==> src/rtl/isa_pkg.sv <==
// Shared ISA definitions: opcodes, instruction field positions and the fetch FSM states.
package isa_pkg;

  localparam logic [5:0] OP_SUMA  = 6'b000001;
  localparam logic [5:0] OP_RESTA = 6'b000010;
  localparam logic [5:0] OP_HALT  = 6'b111111;

  localparam int OPC_HI  = 31;
  localparam int OPC_LO  = 26;
  localparam int DEST_HI = 24;
  localparam int DEST_LO = 22;
  localparam int R1_HI   = 21;
  localparam int R1_LO   = 19;
  localparam int R2_HI   = 18;
  localparam int R2_LO   = 16;
  localparam int I1_HI   = 15;
  localparam int I1_LO   = 8;
  localparam int I2_HI   = 7;
  localparam int I2_LO   = 0;

  typedef enum logic [1:0] {
    IDLE  = 2'd0,
    FETCH = 2'd1,
    HALT  = 2'd2
  } fetch_state_t;

endpackage

==> src/rtl/fetch_skid_buf.sv <==
// Two-entry FIFO holding {instr, pc} pairs between instruction memory and the decoder.
module fetch_skid_buf #(
  parameter int DATA_W = 42
) (
  input  logic              clk,
  input  logic              rst,
  input  logic              push,
  input  logic [DATA_W-1:0] push_data,
  input  logic              pop,
  input  logic              flush,
  output logic [DATA_W-1:0] head_data,
  output logic [1:0]        occupancy
);

  logic [DATA_W-1:0] mem [2];
  logic              wr_ptr_reg;
  logic              rd_ptr_reg;
  logic [1:0]        count_reg;

  genvar gi;
  generate
    for (gi = 0; gi < 2; gi++) begin : g_entry
      always_ff @(posedge clk or posedge rst) begin
        if (rst) begin
          mem[gi] <= '0;
        end else if (push && !flush && (wr_ptr_reg == 1'(gi))) begin
          mem[gi] <= push_data;
        end
      end
    end
  endgenerate

  // A flush wins over a simultaneous push: the arriving word belongs to a squashed request.
  always_ff @(posedge clk or posedge rst) begin
    if (rst) begin
      wr_ptr_reg <= 1'b0;
      rd_ptr_reg <= 1'b0;
      count_reg  <= 2'd0;
    end else if (flush) begin
      wr_ptr_reg <= 1'b0;
      rd_ptr_reg <= 1'b0;
      count_reg  <= 2'd0;
    end else begin
      if (push) wr_ptr_reg <= ~wr_ptr_reg;
      if (pop)  rd_ptr_reg <= ~rd_ptr_reg;
      count_reg <= count_reg + {1'b0, push} - {1'b0, pop};
    end
  end

  assign head_data = mem[rd_ptr_reg];
  assign occupancy = count_reg;

endmodule

==> src/rtl/fetch_unit.sv <==
// Instruction fetch stage: owns the PC, reads a 1-cycle-latency instruction memory and
// hands instructions to the decoder through a 2-entry skid buffer with valid/ready.
module fetch_unit
  import isa_pkg::*;
#(
  parameter int ADDR_W   = 10,
  parameter int INSTR_W  = 32,
  parameter int RESET_PC = 0
) (
  input  logic               clk,
  input  logic               rst,
  output logic               imem_req,
  output logic [ADDR_W-1:0]  imem_addr,
  input  logic [INSTR_W-1:0] imem_rdata,
  input  logic               redirect_valid,
  input  logic [ADDR_W-1:0]  redirect_pc,
  output logic               out_valid,
  input  logic               out_ready,
  output logic [INSTR_W-1:0] out_instr,
  output logic [ADDR_W-1:0]  out_pc,
  output logic               halted
);

  localparam int BUF_W = INSTR_W + ADDR_W;

  fetch_state_t      state_reg, state_next;
  logic [ADDR_W-1:0] pc_reg, pc_next;
  logic              inflight_reg;
  logic [ADDR_W-1:0] inflight_pc_reg;

  logic              pop, halt_pop, issue, flush, push;
  logic [1:0]        occupancy;
  logic [2:0]        load;
  logic [BUF_W-1:0]  head_data;

  fetch_skid_buf #(.DATA_W(BUF_W)) u_buf (
    .clk       (clk),
    .rst       (rst),
    .push      (push),
    .push_data ({imem_rdata, inflight_pc_reg}),
    .pop       (pop),
    .flush     (flush),
    .head_data (head_data),
    .occupancy (occupancy)
  );

  assign out_valid = (occupancy != 2'd0);
  assign out_instr = head_data[BUF_W-1:ADDR_W];
  assign out_pc    = head_data[ADDR_W-1:0];
  assign halted    = (state_reg == HALT);
  assign imem_req  = issue;
  assign imem_addr = pc_reg;

  // Buffered plus in-flight words, used to guarantee every response finds a free slot.
  assign load = 3'(occupancy) + 3'(inflight_reg);
  assign push = inflight_reg && !flush;

  always_comb begin
    state_next = state_reg;
    pc_next    = pc_reg;
    issue      = 1'b0;
    flush      = 1'b0;
    pop        = out_valid && out_ready;
    halt_pop   = pop && (out_instr[OPC_HI:OPC_LO] == OP_HALT);

    case (state_reg)
      IDLE:  state_next = FETCH;
      FETCH: begin
        if (halt_pop) begin
          state_next = HALT;
          flush      = 1'b1;
        end else if ((load - 3'(pop)) < 3'd2) begin
          issue = 1'b1;
        end
      end
      HALT:    state_next = HALT;
      default: state_next = IDLE;
    endcase

    // Redirect overrides everything, including a halt popped in the same cycle.
    if (redirect_valid) begin
      state_next = FETCH;
      pc_next    = redirect_pc;
      flush      = 1'b1;
      issue      = 1'b0;
    end else if (issue) begin
      pc_next = pc_reg + 1'b1;
    end
  end

  always_ff @(posedge clk or posedge rst) begin
    if (rst) begin
      state_reg       <= IDLE;
      pc_reg          <= ADDR_W'(RESET_PC);
      inflight_reg    <= 1'b0;
      inflight_pc_reg <= '0;
    end else begin
      state_reg    <= state_next;
      pc_reg       <= pc_next;
      inflight_reg <= issue;
      if (issue) inflight_pc_reg <= pc_reg;
    end
  end

endmodule

==> config.mk <==
export PLATFORM = sky130hd
export DESIGN_NAME = fetch_unit
export DESIGN_NICKNAME = d
export VERILOG_FILES = /design/src/rtl/isa_pkg.sv /design/src/rtl/fetch_skid_buf.sv /design/src/rtl/fetch_unit.sv
export SDC_FILE = /design/constraint.sdc
export NUM_CORES = 1
export LEC_CHECK = 0
export CAP_MARGIN = 20
export CORE_MARGIN = 5
export CORE_UTILIZATION = 41
export DETAILED_ROUTE_END_ITERATION = 10
export MAX_ROUTING_LAYER = met4
export PLACE_DENSITY_LB_ADDON = 0.05
export SLEW_MARGIN = 20
export SYNTH_ARGS = -nofsm -noshare
export SYNTH_HDL_FRONTEND = slang
export SYNTH_SLANG_ARGS = --single-unit
==> constraint.sdc <==
create_clock -name clk -period 8.6 [get_ports clk]
set_clock_uncertainty 0.2 [all_clocks]
set_input_delay 0.86 -clock clk [delete_from_list [all_inputs] [get_ports clk]]
set_output_delay 0.86 -clock clk [all_outputs]
set_load 0.05 [all_outputs]
# Word-level counts from Yosys, hierarchy flattened

Cells that the tools add are included.

Bits in registers: 111
Input bits: 46
Output and inout bits: 55
Logic and storage cells: 55

Add/subtract/negate cells: 5
$lt $le $gt $ge: 2
Equal/unequal tests: 4
Multiplexer cells: 20
Bitwise logic cells: 3
Reductions and logical operators: 12

Operators by type and width:

| operator                                                              | number |
|---|---|
| 42-bit two-way mux                                                    | 3 |
| 10-bit two-way mux                                                    | 2 |
| 1-bit two-way mux                                                     | 11 |
| 10-bit by 1-bit adder with 10-bit output (second input constant)      | 1 |
| 2-bit nonzero test                                                    | 4 |
| 6-bit == test (second input constant)                                 | 1 |
| 1-bit logical AND                                                     | 6 |
| 2-bit two-way mux                                                     | 3 |
| 2-bit case mux with 3 select lines                                    | 1 |
| 2-bit by 1-bit adder with 3-bit output                                | 1 |
| 3-bit by 2-bit < comparator with 1-bit output (second input constant) | 1 |
| 3-bit != test (second input constant)                                 | 1 |
| 3-bit by 1-bit subtractor with 3-bit output                           | 1 |
| 2-bit by 1-bit adder with 2-bit output                                | 1 |
| 2-bit by 1-bit == test with 1-bit output (second input constant)      | 1 |
| 2-bit == test (second input constant)                                 | 1 |
| 2-bit >= comparator (second input constant)                           | 1 |
| 2-bit logical NOT                                                     | 1 |
| 1-bit NOT                                                             | 2 |
| 1-bit NOT with 2-bit output                                           | 1 |
| 2-bit by 1-bit subtractor with 2-bit output                           | 1 |
| 1-bit logical NOT                                                     | 1 |

# Depth between registers and ports, before layout

Gate-level depths: netlist (run 1).

Depth after elaboration: 14
Mapped depth: 13
Mapped depth without buffers: 11

# By module

Synthesis (run 1) repeated with hierarchy kept, for this count alone.

Cell total of the unflattened synthesis: 364
Area, all modules: 5141.2 sq um

By module, submodules not included:

| module         | instances | cells an instance | area each (sq um) | seq. area each (sq um) |
|---|---|---|---|---|
| fetch_skid_buf | 1         | 241               | 3856.2            | 2202.1 |
| fetch_unit     | 1         | 123               | 1285.0            | 575.6 |

# Worst setup path before layout (run 1)

No wires, ideal clock.

Kind: flip-flop to output port
From: reg u_buf.count_reg[1], in the netlist u_buf.occupancy[1]
To: out imem_req
Data arrival time: 2.789 ns
Required time: 7.540 ns
Slack: 4.751 ns
Cell stages (with the launch flop): 13
Buffers on the path: 2
Cell sequence: dfrtp_1 > or2_1 > and2_0 > buf_2 > ha_1 > inv_1 > nand2_1 > fa_1 > xnor2_1 > and2_1 > nand2_1 > nor3_2 > buf_4

Cells in the longest elaborated chain, start to end: 8
Elaborated cells between the ends (all ways): 10
Those cells by class: add/sub: 2; order compare: 1; mux: 4; reduce/logical: 3

Ends and longest elaborated chain:

| item                                          | line                 | source |
|---|---|---|
| start: declaration                            | fetch_skid_buf.sv:18 | `logic [1:0] count_reg;` |
| start signal: assignment                      | fetch_skid_buf.sv:46 | `count_reg <= count_reg + {1'b0, push} - {1'b0, pop};` |
| 2-bit nonzero test (*)                        | fetch_unit.sv:47     | `assign out_valid = (occupancy != 2'd0);` |
| named net out_valid                           | fetch_unit.sv:17     | `output logic out_valid,` |
| 1-bit logical AND (*)                         | fetch_unit.sv:63     | `pop = out_valid && out_ready;` |
| 3-bit by 1-bit subtractor with 3-bit output   | fetch_unit.sv:72     | `end else if ((load - 3'(pop)) < 3'd2) begin` |
| 3-bit by 2-bit < comparator with 1-bit output | fetch_unit.sv:72     |  |
| 1-bit two-way mux                             | fetch_unit.sv:72     |  |
| 1-bit two-way mux (*)                         | fetch_unit.sv:69     | `if (halt_pop) begin` |
| 1-bit two-way mux (*)                         | fetch_unit.sv:66     | `case (state_reg)` |
| 1-bit two-way mux (*)                         | fetch_unit.sv:81     | `if (redirect_valid) begin` |
| end: declaration                              | fetch_unit.sv:12     | `output logic imem_req,` |

Mark *: on every way through the listed nets, which the timed path passes. The rest lies on a longest branch.

# Final worst setup path (run 1)

From: in out_ready
To: out imem_req

Cells in the longest elaborated chain, start to end: 7
Elaborated cells between the ends (all ways): 8
Those cells by class: add/sub: 1; order compare: 1; mux: 4; reduce/logical: 2

Ends and longest elaborated chain:

| item                                          | line             | source |
|---|---|---|
| start: declaration                            | fetch_unit.sv:18 | `input logic out_ready,` |
| 1-bit logical AND (*)                         | fetch_unit.sv:63 |  |
| 3-bit by 1-bit subtractor with 3-bit output   | fetch_unit.sv:72 |  |
| 3-bit by 2-bit < comparator with 1-bit output | fetch_unit.sv:72 |  |
| 1-bit two-way mux                             | fetch_unit.sv:72 |  |
| 1-bit two-way mux (*)                         | fetch_unit.sv:69 |  |
| 1-bit two-way mux (*)                         | fetch_unit.sv:66 |  |
| 1-bit two-way mux (*)                         | fetch_unit.sv:81 |  |

Mark *: on every way between the ends. The rest lies on a longest branch, timed or not.

==> impl_metrics.py, run 1 <==
metrics = {
    "run_status": {
        "outcome": "finished clean",
    },
    "setup_path": {
        "cp_slowest_cell": "sky130_fd_sc_hd__clkdlybuf4s50_1",
        "timing.critical_path.arrival_ns": 4.04,
        "worstPathCellList": "clkdlybuf4s50_1, and2_0, ha_1, inv_1, nand2_1, fa_1, xnor2_1, and2_1, nand2_1, nor3_2, buf_4, clkdlybuf4s50_1",
        "timing.reg2reg.worst_path_depth": 11,
        "worst_setup_path_end_kind": "primary output",
        "critical-path-top-delay-family": "buffers and inverters",
        "path_depth": 12,
        "crit_start_category": "input pin",
        "critical_path_peak_fanout": 12,
        "crit_required_ns": 7.54,
        "critPathBufInv": 4,
        "crit_path_max_incr_delay_ns": 0.83,
        "critical_path_class": "input pin to primary output",
    },
    "sta": {
        "grt_setup_unrepaired": "false",
        "setup_viol": 0,
        "post-route-worst-setup-slack_ns": 3.50,
        "report.final.hold_viol_count": 0,
        "timing.setup.tns_ns": 0,
        "drv_slew": 0,
        "max-slew-margin-rel_pct": 52.8,
        "portion_of_the_clock_cycle_consumed_by_the_worst_path_in_the_final_layout_pct": 59.3,
        "final_period_minus_worst_setup_slack_ns": 5.10,
        "max_freq_ghz": 0.196,
        "worst_pin_slew_ns": 0.708,
    },
    "floorplanning": {
        "die_y_um": 124,
        "dieWidth_um": 124,
        "start_util_pct": 41.9,
        "core_outline_area_um2": 12600,
        "core.rowCount": 41,
        "die_area_um2": 15300,
        "top_level_ports": 101,
    },
    "min_path": {
        "holdPathStages": 1,
        "holdCritPathClass": "register to register",
    },
    "yosys": {
        "yosysTopAreaCell": "sky130_fd_sc_hd__dfrtp_1",
        "number_of_warnings_reported_in_the_yosys_synthesis_log": 0,
        "synthesis.area_um2": 5290,
        "dominantRegCellSynth": "sky130_fd_sc_hd__dfrtp_1",
        "synth.lib_cells_used.distinct": 37,
        "library_cell_with_the_highest_instance_count_after_synthesis": "sky130_fd_sc_hd__dfrtp_1",
        "yosys_register_bits": 111,
        "post_syn_nets": 425,
        "synth_cells": 371,
        "synth_compound_gate_area_share_pct": 3.88,
        "ys_seq_area_share_pct": 52.5,
        "simple_gate_area_share_of_the_yosys_netlist_pct": 6.15,
        "synthMuxAreaShare_pct": 31.6,
        "post_synth_most_frequent_cells": "sky130_fd_sc_hd__dfrtp_1, sky130_fd_sc_hd__mux2_2, sky130_fd_sc_hd__mux2_4",
        "synth-xor-area-share_pct": 0.662,
        "synth_top_cells_by_area": "sky130_fd_sc_hd__dfrtp_1, sky130_fd_sc_hd__mux2_2, sky130_fd_sc_hd__mux2_4, sky130_fd_sc_hd__ha_1, sky130_fd_sc_hd__or4_1",
        "synth_top_cell_area_share_pct": 52.5,
        "synth_edf_count": 0,
        "synth-adder-area-share_pct": 2.03,
        "async_reset_ff_share_pct": 100,
        "largest_family_of_logic_cells_by_synthesized_area": "multiplexers",
        "postSynthAreaPerCell_um2": 14.3,
    },
    "detailed_routing": {
        "drt-total-wl_um": 10900,
        "route.antenna.remaining_nets": 0,
        "drc": 0,
        "detailedRoute.firstPassIterationCount": 4,
        "avgRoutedWirePerCell_um": 17.0,
        "initialDrtViolationCount": 164,
        "drt-vias-per-instance": 5.02,
        "vias": 3225,
    },
    "cts": {
        "holdBufCountCts": 0,
        "clock-sinks": 111,
        "cts_post_setup_buffers_inserted": 0,
        "ctsLongestPathBuffers": 2,
        "cts_repair_resize_count": 0,
        "ctsRootBufferMaster": "sky130_fd_sc_hd__clkbuf_16",
        "clk_pin_slew_worst_paths_ns": 0.07,
        "cts_tree": "done",
        "cts_max_level": 3,
        "worstSkewPairLatency_ns": 0.34,
        "cts_inserted_buffers": 9,
    },
    "grt": {
        "globalRouteOverflowTotal": 0,
        "grt.total_usage_pct": 15.8,
        "grt_start_max_net_pins": 57,
        "first_global_vias": 3489,
        "grt_pass1_wl_um": 18100,
        "grt_antenna_before_repair": 0,
    },
    "final_layout": {
        "flip_flop_count_of_the_largest_register_all_copies_and_words_added": 84,
        "drive_above_1_share_pct": 34.4,
        "area_delta_synth_final_pct": 27.0,
        "n_antenna_cell": 0,
        "fin_nets": 521,
    },
    "placement": {
        "place_worst_setup_slack_ns": 3.48,
        "gp_congestion": 0.729,
        "port-buffer-count": 100,
        "place_hpwl_um": 7210,
    },
    "run": {
        "max_cap_violations": 0,
    },
    "power": {
        "p_leak_nw": 2.93,
        "share_clk_of_total_power_pct": 14.4,
        "power_density_nw_per_um2": 436,
        "power.ir.vdd_worst_uv": 233,
        "power_frac_seq_pct": 32.2,
        "cell_internal_pwr_mw": 1.70,
        "pwr-share-comb_pct": 53.4,
        "swShare_pct": 41.8,
        "power.net_switching_mw": 1.22,
    },
}
-- stage by stage --
step           power (mW)  instances  instance area [um^2]  hold WS, ns  util [%]
6_report             2.93        643                  6720        0.302      53.2
5_1_grt              3.10        643                  6720        0.321      53.2
4_1_cts              2.97        643                  6720        0.306      53.2
3_5_place_dp         2.53        628                  6420        0.289      50.8
3_3_place_gp         2.50        628                  6420        0.282      50.8
2_1_floorplan        2.07        371                  5290        0.274         -
-- power groups by stage --
| stage | Combinational, mW | Sequential [mW] | Clock [mW] |
|---|---|---|---|
| after floorplan | 1.16 | 0.909 | 0 |
| after detailed placement | 1.58 | 0.955 | 0 |
| after global placement | 1.56 | 0.942 | 0 |
| after CTS | 1.58 | 0.947 | 0.440 |
| after global routing | 1.65 | 0.983 | 0.461 |
| final | 1.56 | 0.943 | 0.422 |
-- placed cells by master (no fill, tap or decap), types with 3 or more instances in the layout --
master                            netlist  routed
sky130_fd_sc_hd__a31oi_1                4       4
sky130_fd_sc_hd__buf_4                  5       4
sky130_fd_sc_hd__clkbuf_16              0       9
sky130_fd_sc_hd__clkdlybuf4s50_1        0     100
sky130_fd_sc_hd__dfrtp_1              111     110
sky130_fd_sc_hd__ha_1                   7       7
sky130_fd_sc_hd__inv_1                  9       8
sky130_fd_sc_hd__mux2_2                95      95
sky130_fd_sc_hd__mux2_4                40      40
sky130_fd_sc_hd__nand2_1               13      13
sky130_fd_sc_hd__nand3_1               11      11
sky130_fd_sc_hd__nand4_1                4       4
sky130_fd_sc_hd__nor2_1                11      11
sky130_fd_sc_hd__o211ai_1               5       5
sky130_fd_sc_hd__o21ai_0                5       5
sky130_fd_sc_hd__o31ai_1                3       3
sky130_fd_sc_hd__or4_1                  8       8
sky130_fd_sc_hd__xnor2_1                4       4
-- cell families after synthesis --
logic type / after synthesis
AO/OA/AOI/OAI: 26
XOR/XNOR: 4
adder cells (fa/ha/maj): 8
buffers and inverters: 29
flip-flops: 111
multiplexers: 135
AND/OR/NAND/NOR: 58
-- cell type report --
cell class | count | area [um^2]
clock buffers | 12 | 256
clock inverters | 3 | 42.5
fillers | 1123 | 5900
inverters | 10 | 40.0
multi-input cells | 231 | 2350
flip-flops and latches | 111 | 2780
well taps | 172 | 215
repair buffers | 104 | 1030
-- worst paths after layout --
check | start | endpoint | slack (ns)
setup / recovery | out_ready | imem_req | 3.50
hold / removal | u_buf.mem[59]$_DFFE_PP0P_ | u_buf.mem[59]$_DFFE_PP0P_ | 0.30
setup reg to reg | u_buf.occupancy[1]$_DFF_PP0_ | imem_addr[4]$_DFFE_PP0P_ | 5.25
hold reg to reg | u_buf.mem[59]$_DFFE_PP0P_ | u_buf.mem[59]$_DFFE_PP0P_ | 0.30
max in group asynchronous | rst | u_buf.mem[57]$_DFFE_PP0P_ | 6.23
min in group asynchronous | rst | u_buf.mem[61]$_DFFE_PP0P_ | 0.78
-- metal layers --
metal / vias up / wire length [um] / GRT usage, %
met5: - / 0 / -
met4: 0 / 121 / 3.74
met3: 10 / 515 / 4.31
met2: 73 / 4920 / 22.8
met1: 1615 / 5390 / 22.3
li1: 1527 / - / -
No activity file was read; power rests on OpenSTA's default activity.
==> run 2: changes to the inputs <==
==> constraint.sdc (replaced) <==
create_clock -name clk -period 4.2 [get_ports clk]
set_clock_uncertainty 0.2 [all_clocks]
set_input_delay 0.42 -clock clk [delete_from_list [all_inputs] [get_ports clk]]
set_output_delay 0.42 -clock clk [all_outputs]
set_load 0.05 [all_outputs]
==> run 2 against run 1 <==
Global-route usage about the same; die area is the same; power increased by 100%; utilization rose by 0.089 points; critical path depth unchanged; routed wire length up 0.66%; combinational power is 110% higher; largest cell class unchanged; largest power group unchanged; highest routed layer unchanged.
==> impl_metrics.py, run 2 (synthesis gave the netlist of run 1 again) <==
metrics = {
    "sta": {
        "setup_viol": 0,
        "timing.setup.tns_ns": 0,
        "hold_ws_ns": 0.301,
        "portion_of_the_clock_cycle_consumed_by_the_worst_path_in_the_final_layout_pct": 88.0,
        "drv_slew": 0,
        "final_period_minus_worst_setup_slack_ns": 3.69,
        "post-route-worst-setup-slack_ns": 0.505,
        "max-slew-margin-rel_pct": 47.7,
        "max_freq_ghz": 0.271,
        "report.final.hold_viol_count": 0,
        "grt_setup_unrepaired": "false",
        "worst_pin_slew_ns": 0.785,
    },
    "run_status": {
        "outcome": "finished clean",
    },
    "run": {
        "max_cap_violations": 0,
    },
    "power": {
        "power.ir.vdd_worst_uv": 454,
        "p_leak_nw": 2.95,
        "power_mw": 5.94,
        "swShare_pct": 41.9,
        "power_density_nw_per_um2": 882,
        "power_frac_seq_pct": 32.1,
        "share_clk_of_total_power_pct": 13.2,
        "pwr-share-comb_pct": 54.7,
        "power.net_switching_mw": 2.49,
        "cell_internal_pwr_mw": 3.45,
    },
    "setup_path": {
        "crit_required_ns": 3.58,
        "crit_start_category": "register",
        "critPathMostFrequentCell": "sky130_fd_sc_hd__nand2_1",
        "cp_slowest_cell": "sky130_fd_sc_hd__dfrtp_1",
        "worstPathCellList": "or2_1, and2_0, ha_1, inv_1, nand2_1, fa_1, xnor2_1, and2_1, nand2_1, nor3_2, buf_4, buf_12",
        "critical_path_peak_fanout": 12,
        "worst_setup_path_end_kind": "primary output",
        "critical_path_class": "register to primary output",
        "timing.critical_path.arrival_ns": 3.07,
        "crit_path_max_incr_delay_ns": 0.44,
    },
    "floorplanning": {
        "die_area_um2": 15300,
        "dieWidth_um": 124,
        "core_outline_area_um2": 12600,
        "top_level_ports": 101,
        "core.rowCount": 41,
        "die_y_um": 124,
        "start_util_pct": 41.9,
    },
    "placement": {
        "dp_cells": 633,
        "gp_congestion": 0.691,
        "detailed_place.area_um2": 6460,
        "port-buffer-count": 100,
        "place_hpwl_um": 7360,
        "place_worst_setup_slack_ns": 0.654,
    },
    "cts": {
        "clk_pin_slew_worst_paths_ns": 0.07,
        "ctsRootBufferMaster": "sky130_fd_sc_hd__clkbuf_16",
        "cts_post_setup_buffers_inserted": 0,
        "holdBufCountCts": 0,
        "cts_tree": "done",
        "cts_max_level": 3,
        "cts_repair_resize_count": 0,
        "ctsLongestPathBuffers": 2,
        "worstSkewPairLatency_ns": 0.34,
        "clock-sinks": 111,
        "cts_inserted_buffers": 9,
    },
    "grt": {
        "grt_start_max_net_pins": 65,
        "globalRouteOverflowTotal": 0,
        "grt_pass1_wl_um": 18100,
        "grt.total_usage_pct": 15.8,
        "grt_antenna_before_repair": 0,
        "first_global_vias": 3468,
    },
    "final_layout": {
        "drive_above_1_share_pct": 34.9,
        "post_layout_nonfiller_instances": 647,
        "area.sequential_um2": 2780,
        "layout.core_utilization_pct": 53.3,
        "final_design_area_no_fill_um2": 6730,
        "layout.cells.most_common": "sky130_fd_sc_hd__dfrtp_1",
        "area_delta_synth_final_pct": 27.2,
        "combined_area_of_the_multi_input_logic_cells_um2": 2350,
        "fillCellCount": 1168,
        "n_antenna_cell": 0,
        "flip_flop_count_of_the_largest_register_all_copies_and_words_added": 84,
        "fin_nets": 526,
        "most_frequent_cells_in_the_layout": "sky130_fd_sc_hd__dfrtp_1, sky130_fd_sc_hd__clkdlybuf4s50_1, sky130_fd_sc_hd__mux2_2, sky130_fd_sc_hd__mux2_4, sky130_fd_sc_hd__nand2_1",
    },
    "min_path": {
        "holdCritPathClass": "register to register",
    },
    "detailed_routing": {
        "initialDrtViolationCount": 162,
        "drt-vias-per-instance": 5.05,
        "drc": 0,
        "vias": 3270,
        "drt-total-wl_um": 11000,
        "avgRoutedWirePerCell_um": 17.0,
        "detailedRoute.firstPassIterationCount": 4,
        "route.antenna.remaining_nets": 0,
    },
}
[run 2: cell types whose count changed in the layout (fill, tap and decap cells not counted)]
cell                              delta
sky130_fd_sc_hd__buf_12              +1
sky130_fd_sc_hd__dfrtp_2             +1
sky130_fd_sc_hd__buf_4               +5
sky130_fd_sc_hd__clkinvlp_4          -1
sky130_fd_sc_hd__clkbuf_1            +1
sky130_fd_sc_hd__dfrtp_4             -1
sky130_fd_sc_hd__bufinv_16           -1
sky130_fd_sc_hd__clkdlybuf4s50_1     -1
[run 2: critical path, delay by kind of cell, from the launching register on]
kind          cells  cell delay [ns]
buf+inv           3             0.46
xor+xnor          1             0.16
fa+ha+maj         2             0.69
flops             1             0.44
simple gates      6             0.99
[run 2: path summary, 6_finish.rpt]
check / endpoint / from / slack (ns) / cells after the start
worst max-delay path: imem_req / u_buf.occupancy[1]$_DFF_PP0_ / 0.51 / 12
worst min-delay path: u_buf.mem[46]$_DFFE_PP0P_ / u_buf.mem[46]$_DFFE_PP0P_ / 0.30 / 1
worst max register to register: imem_addr[4]$_DFFE_PP0P_ / u_buf.occupancy[1]$_DFF_PP0_ / 0.91 / 11
worst min register to register: u_buf.mem[46]$_DFFE_PP0P_ / u_buf.mem[46]$_DFFE_PP0P_ / 0.30 / 1
max in group asynchronous: imem_addr[0]$_DFFE_PP0P_ / rst / 2.55 / 3
min in group asynchronous: u_buf.mem[20]$_DFFE_PP0P_ / rst / 0.39 / 2
[run 2: area by class of cell]
class	count	share of cell area, %
timing repair buffer	109	16.0
clock inverter	1	0.0744
inverter	10	0.595
sequential	111	41.3
tap	172	3.20
multi-input combinational	231	34.9
clock buffer	13	3.87
[run 2: power groups by stage]
stage	combinational (mW)	clock [mW]	sequential [mW]
finish	3.25	0.785	1.90
CTS	3.29	0.818	1.91
detailed placement	3.28	0	1.92
global route	3.45	0.863	1.98
global placement	3.25	0	1.90
floorplan	2.38	0	1.86
[run 2: per-layer routing]
layer	part of all wire (%)	wire length [um]	GRT usage [%]
met4	0.81	89	3.11
met2	44	4890	22.5
met1	50	5530	22.5
met3	4.6	510	4.72
met5	0	0	-
